### src/rtl/flash_boot_pkg.sv
// Shared definitions for the flash-to-SRAM boot copier: address widths and
// the copier state encoding.
package flash_boot_pkg;

  localparam int FLASH_AW = 22;
  localparam int RAM_AW   = 20;

  // Copier states, kept as plain constants so older code can match on them.
  localparam logic [2:0] IDLE  = 3'd0;
  localparam logic [2:0] ARM   = 3'd1;
  localparam logic [2:0] RD_LO = 3'd2;
  localparam logic [2:0] RD_HI = 3'd3;
  localparam logic [2:0] WR    = 3'd4;
  localparam logic [2:0] DONE  = 3'd5;

endpackage

### src/rtl/flash_boot_loader.sv
// Boot-time copier: walks the flash reader's halfword address, pairs the
// halfwords into little-endian 32-bit words and writes them to SRAM with a
// single-beat write/ack handshake. busy/done hold the CPU off until the image
// is resident.
module flash_boot_loader
  import flash_boot_pkg::*;
#(
  parameter int                  WORDS      = 1024,
  parameter logic [FLASH_AW-1:0] FLASH_BASE = 22'h000000,
  parameter logic [RAM_AW-1:0]   RAM_BASE   = 20'h00000
) (
  input  logic                clk,
  input  logic                rst,
  input  logic                start,
  output logic [FLASH_AW:1]   flash_addr,
  input  logic [15:0]         flash_data,
  input  logic                flash_ready,
  output logic                ram_we,
  output logic [RAM_AW-1:0]   ram_addr,
  output logic [31:0]         ram_wdata,
  input  logic                ram_ack,
  output logic                busy,
  output logic                done
);

  // Counter must be able to hold WORDS itself on the final increment.
  localparam int            CW   = $clog2(WORDS + 1);
  localparam logic [CW-1:0] LAST = CW'(WORDS - 1);

  logic [2:0]        state_reg;
  logic [CW-1:0]     count_reg;
  logic [15:0]       lo_reg;
  logic [1:0][15:0]  half_pair;
  logic [31:0]       packed_word;
  logic [RAM_AW-1:0] word_addr;

  // Lower flash address lands in the low halfword of the RAM word.
  assign half_pair[0] = lo_reg;
  assign half_pair[1] = flash_data;

  generate
    for (genvar gi = 0; gi < 2; gi++) begin : g_pack
      assign packed_word[gi*16 +: 16] = half_pair[gi];
    end
  endgenerate

  // RAM destination wraps modulo the SRAM address space.
  assign word_addr = RAM_BASE + RAM_AW'(count_reg);

  // Copy sequencer; reset is asynchronous so ram_we drops without a clock.
  always_ff @(posedge clk or posedge rst) begin
    if (rst) begin
      state_reg  <= IDLE;
      flash_addr <= FLASH_BASE;
      count_reg  <= '0;
      lo_reg     <= '0;
      ram_we     <= 1'b0;
      ram_addr   <= '0;
      ram_wdata  <= '0;
      busy       <= 1'b0;
      done       <= 1'b0;
    end else begin
      case (state_reg)
        IDLE, DONE: begin
          if (start) begin
            state_reg  <= ARM;
            flash_addr <= FLASH_BASE;
            count_reg  <= '0;
            busy       <= 1'b1;
            done       <= 1'b0;
          end
        end
        ARM: begin
          // The reader may have latched the previous address on the start
          // edge, so the first pulse after starting is thrown away.
          if (flash_ready) begin
            state_reg <= RD_LO;
          end
        end
        RD_LO: begin
          if (flash_ready) begin
            lo_reg     <= flash_data;
            flash_addr <= flash_addr + FLASH_AW'(1);
            state_reg  <= RD_HI;
          end
        end
        RD_HI: begin
          if (flash_ready) begin
            ram_wdata  <= packed_word;
            ram_addr   <= word_addr;
            ram_we     <= 1'b1;
            flash_addr <= flash_addr + FLASH_AW'(1);
            state_reg  <= WR;
          end
        end
        WR: begin
          // ram_we is always high here, so an ack on the rise edge (seen
          // while still in RD_HI) never counts.
          if (ram_ack) begin
            ram_we    <= 1'b0;
            count_reg <= count_reg + CW'(1);
            if (count_reg == LAST) begin
              state_reg <= DONE;
              busy      <= 1'b0;
              done      <= 1'b1;
            end else begin
              state_reg <= RD_LO;
            end
          end
        end
        default: begin
          state_reg <= IDLE;
        end
      endcase
    end
  end

endmodule

### config.mk
export PLATFORM = sky130hd
export DESIGN_NAME = flash_boot_loader
export DESIGN_NICKNAME = d
export VERILOG_FILES = /design/src/rtl/flash_boot_pkg.sv /design/src/rtl/flash_boot_loader.sv
export SDC_FILE = /design/constraint.sdc
export NUM_CORES = 1
export LEC_CHECK = 0
export ABC_AREA = 1
export CORE_ASPECT_RATIO = 1.75
export CORE_MARGIN = 2
export CORE_UTILIZATION = 40
export CTS_CLUSTER_SIZE = 25
export DETAILED_ROUTE_END_ITERATION = 7
export GPL_TIMING_DRIVEN = 0
export PLACE_DENSITY = 0.76
export SYNTH_ARGS = -nofsm -noshare
export SYNTH_HDL_FRONTEND = slang
export SYNTH_SLANG_ARGS = --single-unit
### constraint.sdc
create_clock -name clk -period 5.95 [get_ports clk]
set_input_delay 0.8925 -clock clk [delete_from_list [all_inputs] [get_ports clk]]
set_output_delay 0.8925 -clock clk [all_outputs]
set_load 0.01 [all_outputs]
## Word level (Yosys, flattened, before mapping)

Index checks and enable logic that the tools add are counted.

| operators by class | value |
|---|---|
| add/sub/neg operators | 2 |
| eq/ne operators | 13 |
| multiplexer cells | 24 |
| reduce and logical (&&, ||, !) cells | 13 |

Operators with widths:

| operator | count |
|---|---|
| two-way mux 22 bit | 2 |
| one-hot mux 22 bit (2 select lines) | 1 |
| adder 22 x 1 -> 22 bit, second input constant | 1 |
| two-way mux 11 bit | 2 |
| one-hot mux 11 bit (2 select lines) | 1 |
| two-way mux 3 bit | 6 |
| one-hot mux 3 bit (5 select lines) | 1 |
| != test 2 bit, second input constant | 6 |
| adder 11 x 1 -> 11 bit, second input constant | 1 |
| == test 11 x 10 -> 1 bit, second input constant | 1 |
| AND reduction 3 bit | 3 |
| two-way mux 1 bit | 8 |
| == test 3 x 2 -> 1 bit, second input constant | 2 |
| == test 3 bit, second input constant | 2 |
| one-hot mux 1 bit (2 select lines) | 3 |
| nonzero test 2 bit | 3 |
| AND reduction 5 bit | 1 |
| AND reduction 2 bit | 2 |
| AND reduction 4 bit | 1 |
| OR reduction 2 bit | 2 |
| == test 3 x 1 -> 1 bit, second input constant | 1 |
| zero test 3 bit | 1 |
| != test 2 x 1 -> 1 bit, second input constant | 1 |

| word-level totals | value |
|---|---|
| bits in registers | 98 |
| input port bits | 21 |
| output and inout port bits | 77 |
| word-level logic and storage cells | 61 |

## Longest topological paths before layout

| depth | value |
|---|---|
| word-level depth | 4 |
| mapped depth | 10 |
| gate-level depth less buffers | 10 |

## Worst setup path after synthesis

Ideal clock, no wire load.

| path | value |
|---|---|
| path type | input to register |
| start | input start |
| end | register flash_addr[6] in the netlist's numbering |
| library setup time | 119 ps |
| arrival | 1576 ps |
| required time | 5831 ps |
| slack | 4255 ps |
| stages | 7 |
| buffers on the path | 1 |
| cell sequence | inv_1 nand4_1 nand2_1 nor2_4 buf_4 a21oi_1 nor2_1 |

| between the ends | value |
|---|---|
| word-level cells in the longest chain between the ends | 2 |

RTL lines:

| element | RTL line | source |
|---|---|---|
| start, declared | flash_boot_loader.sv:14 | `input logic start,` |
| != test 2 bit (no source line) | -- |  |
| AND reduction 3 bit (no source line) | -- |  |
| end signal, assigned | flash_boot_loader.sv:83 | `flash_addr <= flash_addr + FLASH_AW'(1);` |
| end signal, assigned | flash_boot_loader.sv:92 | `flash_addr <= flash_addr + FLASH_AW'(1);` |
| end, declared | flash_boot_loader.sv:15 | `output logic [FLASH_AW:1] flash_addr,` |

Every way passes these cells.
A chain may end at the register's enable or synchronous reset.

## Worst setup path after layout

| path | value |
|---|---|
| start | register flash_addr[15] in the netlist's numbering |
| end | output flash_addr[15] in the netlist's numbering |

No word-level cell between the ends.

==> flow_metrics.env <==
export IMPL_synth_commonest_cells="181 x nand2_1, 98 x dfrtp_1, 65 x o21ai_0, 58 x inv_1, 47 x nor2_1"
export IMPL_clkTransAtPathRegs_ns=0.08
export IMPL_synthCells=575
export IMPL_dieWidth_um=84.73
export IMPL_crit_required_ns=5.06
export IMPL_slew_headroom_pct=59.73
export IMPL_synth_ff_type="dfrtp_1"
export IMPL_postCtsSetupRepairBufs=0
export IMPL_min_period_over_period_pct=38.32
export IMPL_arrival_ns=1.39
export IMPL_initial_core_util_pct=41.09
export IMPL_overflow=0
export IMPL_ys_ff_latch=98
export IMPL_n_antenna_cell=0
export IMPL_synth_largest_area_cell="dfrtp_1"
export IMPL_multi_input_area_um2=1745
export IMPL_htreeDepth=3
export IMPL_grt_pass1_vias=4144
export IMPL_cts_root_buf="clkbuf_16"
export IMPL_drive_gt1_share_pct=6.541
export IMPL_yosys_area_top_type_share_pct=53.76
export IMPL_instances_no_fill=820
export IMPL_track_usage_pct=19.80
export IMPL_r2r_slack_ns=4.16
export IMPL_synth_edf_count=0
export IMPL_maxSlewViolCount=0
export IMPL_rows=51
export IMPL_finalCriticalPeriod_ns=2.280
export IMPL_routedWlPerCell_um=14.58
export IMPL_synth_area_leaders="dfrtp_1 54%, nand2_1 15%, o21ai_0 7.1%"
export IMPL_tightest_slew_ns=0.6040
export IMPL_n_fill_cell=1025
export IMPL_clk_latency_ns=0.35
export IMPL_ys_seq_area_share_pct=53.76
export IMPL_worst_setup_path_type="flip-flop to primary output"
export IMPL_wl_um=11950
export IMPL_largest_register_ffs=32
export IMPL_avgSynthCellArea_um2=7.934
export IMPL_total_leakage_power_nw=2.862
export IMPL_cts_hold_fix_buffers=0
export IMPL_dp_hpwl_um=8968
export IMPL_powerDensity_nw_per_um2=419.9
export IMPL_grt_pass1_wl_um=19710
export IMPL_syn_area_um2=4562
export IMPL_io_pins=98
export IMPL_drcViolationCount=0
export IMPL_cp_start_kind="flip-flop"
export IMPL_placed_cells=804
export IMPL_grt_max_degree=56
export IMPL_drtIter0Drc=239
export IMPL_vias=4251
export IMPL_rsz0062_at_grt="false"
export IMPL_crit_chain="clkdlybuf4s50_1"
export IMPL_via_per_inst=5.184
export IMPL_hold_violations=0
export IMPL_core_area_um2=11100
export IMPL_cts_repair_resized=0
export IMPL_ir_worst_vdd_mv=0.2535
export IMPL_cpMaxStageDelayCell="clkdlybuf4s50_1"
export IMPL_hold_class="flip-flop to flip-flop"
export IMPL_fmax_mhz=438.6
export IMPL_numPortBuffers=88
export IMPL_final_antenna_net_count=0
export IMPL_status="complete, no violations"
export IMPL_synthMostInstantiatedCell="nand2_1"
export IMPL_max_stage_delay_ns=0.58
export IMPL_clock_path_buffers=2
export IMPL_yosysWarnings=0
export IMPL_final_nets=706
export IMPL_cts_tree="done"
export IMPL_cp_end_kind="primary output"
export IMPL_place_congestion=0.9196
export IMPL_tns_ns=0
export IMPL_area_growth_pct=31.08
export IMPL_cts_num_sinks=98
export IMPL_ys_types=25
export IMPL_crit_buf_inv=1
export IMPL_cpLargestDelayFamily="buffers and inverters"
export IMPL_numCtsBuffers=9
export IMPL_cp_max_fo=6
export IMPL_finalSetupViolCount=0
export IMPL_regArea_um2=2452
export IMPL_fin_skew_ns=0.01135
export IMPL_cap_violations=0
export IMPL_firstDrtPassIters=6
export IMPL_antenna_found_initial=0
export IMPL_die_area_um2=12310
export IMPL_async_flop_share_pct=100.0
export IMPL_die_y_um=145.3
[cell usage in the layout (no fill, tap or decap)]
master           synthesis  layout
nand2_1                181     181
dfrtp_1                 98      98
clkdlybuf4s50_1          0      88
o21ai_0                 65      65
inv_1                   58      57
nor2_1                  47      47
nand3_1                 42      42
nand4_1                 18      18
a21oi_1                 15      15
buf_4                   14      14
clkbuf_1                11      11
conb_1                   1       9
clkbuf_16                0       9
inv_8                    0       4
inv_2                    3       3
buf_2                    3       3
nor3_1                   3       3
nor2_2                   2       2
nand2_2                  2       2
nor2_4                   2       2
o21bai_1                 2       2
ha_1                     2       2
clkinv_8                 0       2
or2_2                    1       1
inv_4                    0       1
and3_1                   1       1
and2_1                   1       1
clkinv_1                 1       1
o21ai_1                  1       1
o22ai_1                  1       1
inv_6                    0       1
buf_16                   0       1
[stage by stage]
step                      cell area [um^2]  power [W]  hold WS, ns  util [%]  setup slack (ns)
final                                 5979   0.002511       0.4718     53.85             3.670
after global routing                  5979   0.002665       0.4977     53.85             3.612
after CTS                             5979   0.002527       0.4746     53.85             3.674
after detailed placement              5668   0.001923       0.4553     51.05             3.431
after global placement                5638   0.001893       0.4511     50.78             1.062
after floorplan                       4592   0.001491       0.4422         -             2.495
[area by class of cell]
class / count / area share, %
repair buffers: 89 / 15.19
inverters: 62 / 3.934
multi-input cells: 395 / 29.19
flip-flops and latches: 98 / 41.01
well taps: 132 / 2.762
plain buffers: 28 / 2.699
clock buffers: 9 / 3.766
clock inverters: 7 / 1.444
[path summary, 6_finish.rpt]
check / start / end / cells after the start
setup / recovery: flash_addr[15] / flash_addr[15] / 1
hold / removal: lo_reg[9] / ram_wdata[9] / 2
setup reg to reg: flash_addr[2] / flash_addr[19] / 10
hold reg to reg: lo_reg[9] / ram_wdata[9] / 2
max in group asynchronous: rst / ram_addr[5] / 3
min in group asynchronous: rst / flash_addr[22] / 2
[cells by family (layout without fill, tap and decap cells)]
| logic type | count (synthesis) | in the layout | share of synthesized area, % |
|---|---|---|---|
| adders and majority gates | 2 | 2 | 0.5485 |
| buffers and inverters | 90 | 195 | 8.639 |
| other | 1 | 9 | 0.08220 |
| AOI/OAI and AO/OA | 84 | 84 | 9.353 |
| DFF | 98 | 98 | 53.76 |
| and+or+nand+nor | 300 | 300 | 27.62 |
[routing by layer]
| metal | up-vias | global-route usage (%) | share of wire [%] |
|---|---|---|---|
| li1 | 2036 | - | - |
| met1 | 2021 | 23.08 | 39 |
| met2 | 165 | 35.16 | 53 |
| met3 | 29 | 3.356 | 5.4 |
| met4 | 0 | 8.413 | 2.9 |
| met5 | - | 0 | 0 |
[where the power goes]
group          internal, W  switching, W
logic             0.000402      0.000542
registers         0.000846      0.000121
clock network     0.000305      0.000295
total              0.00155      0.000958
No activity file was read; power rests on OpenSTA's default activity.
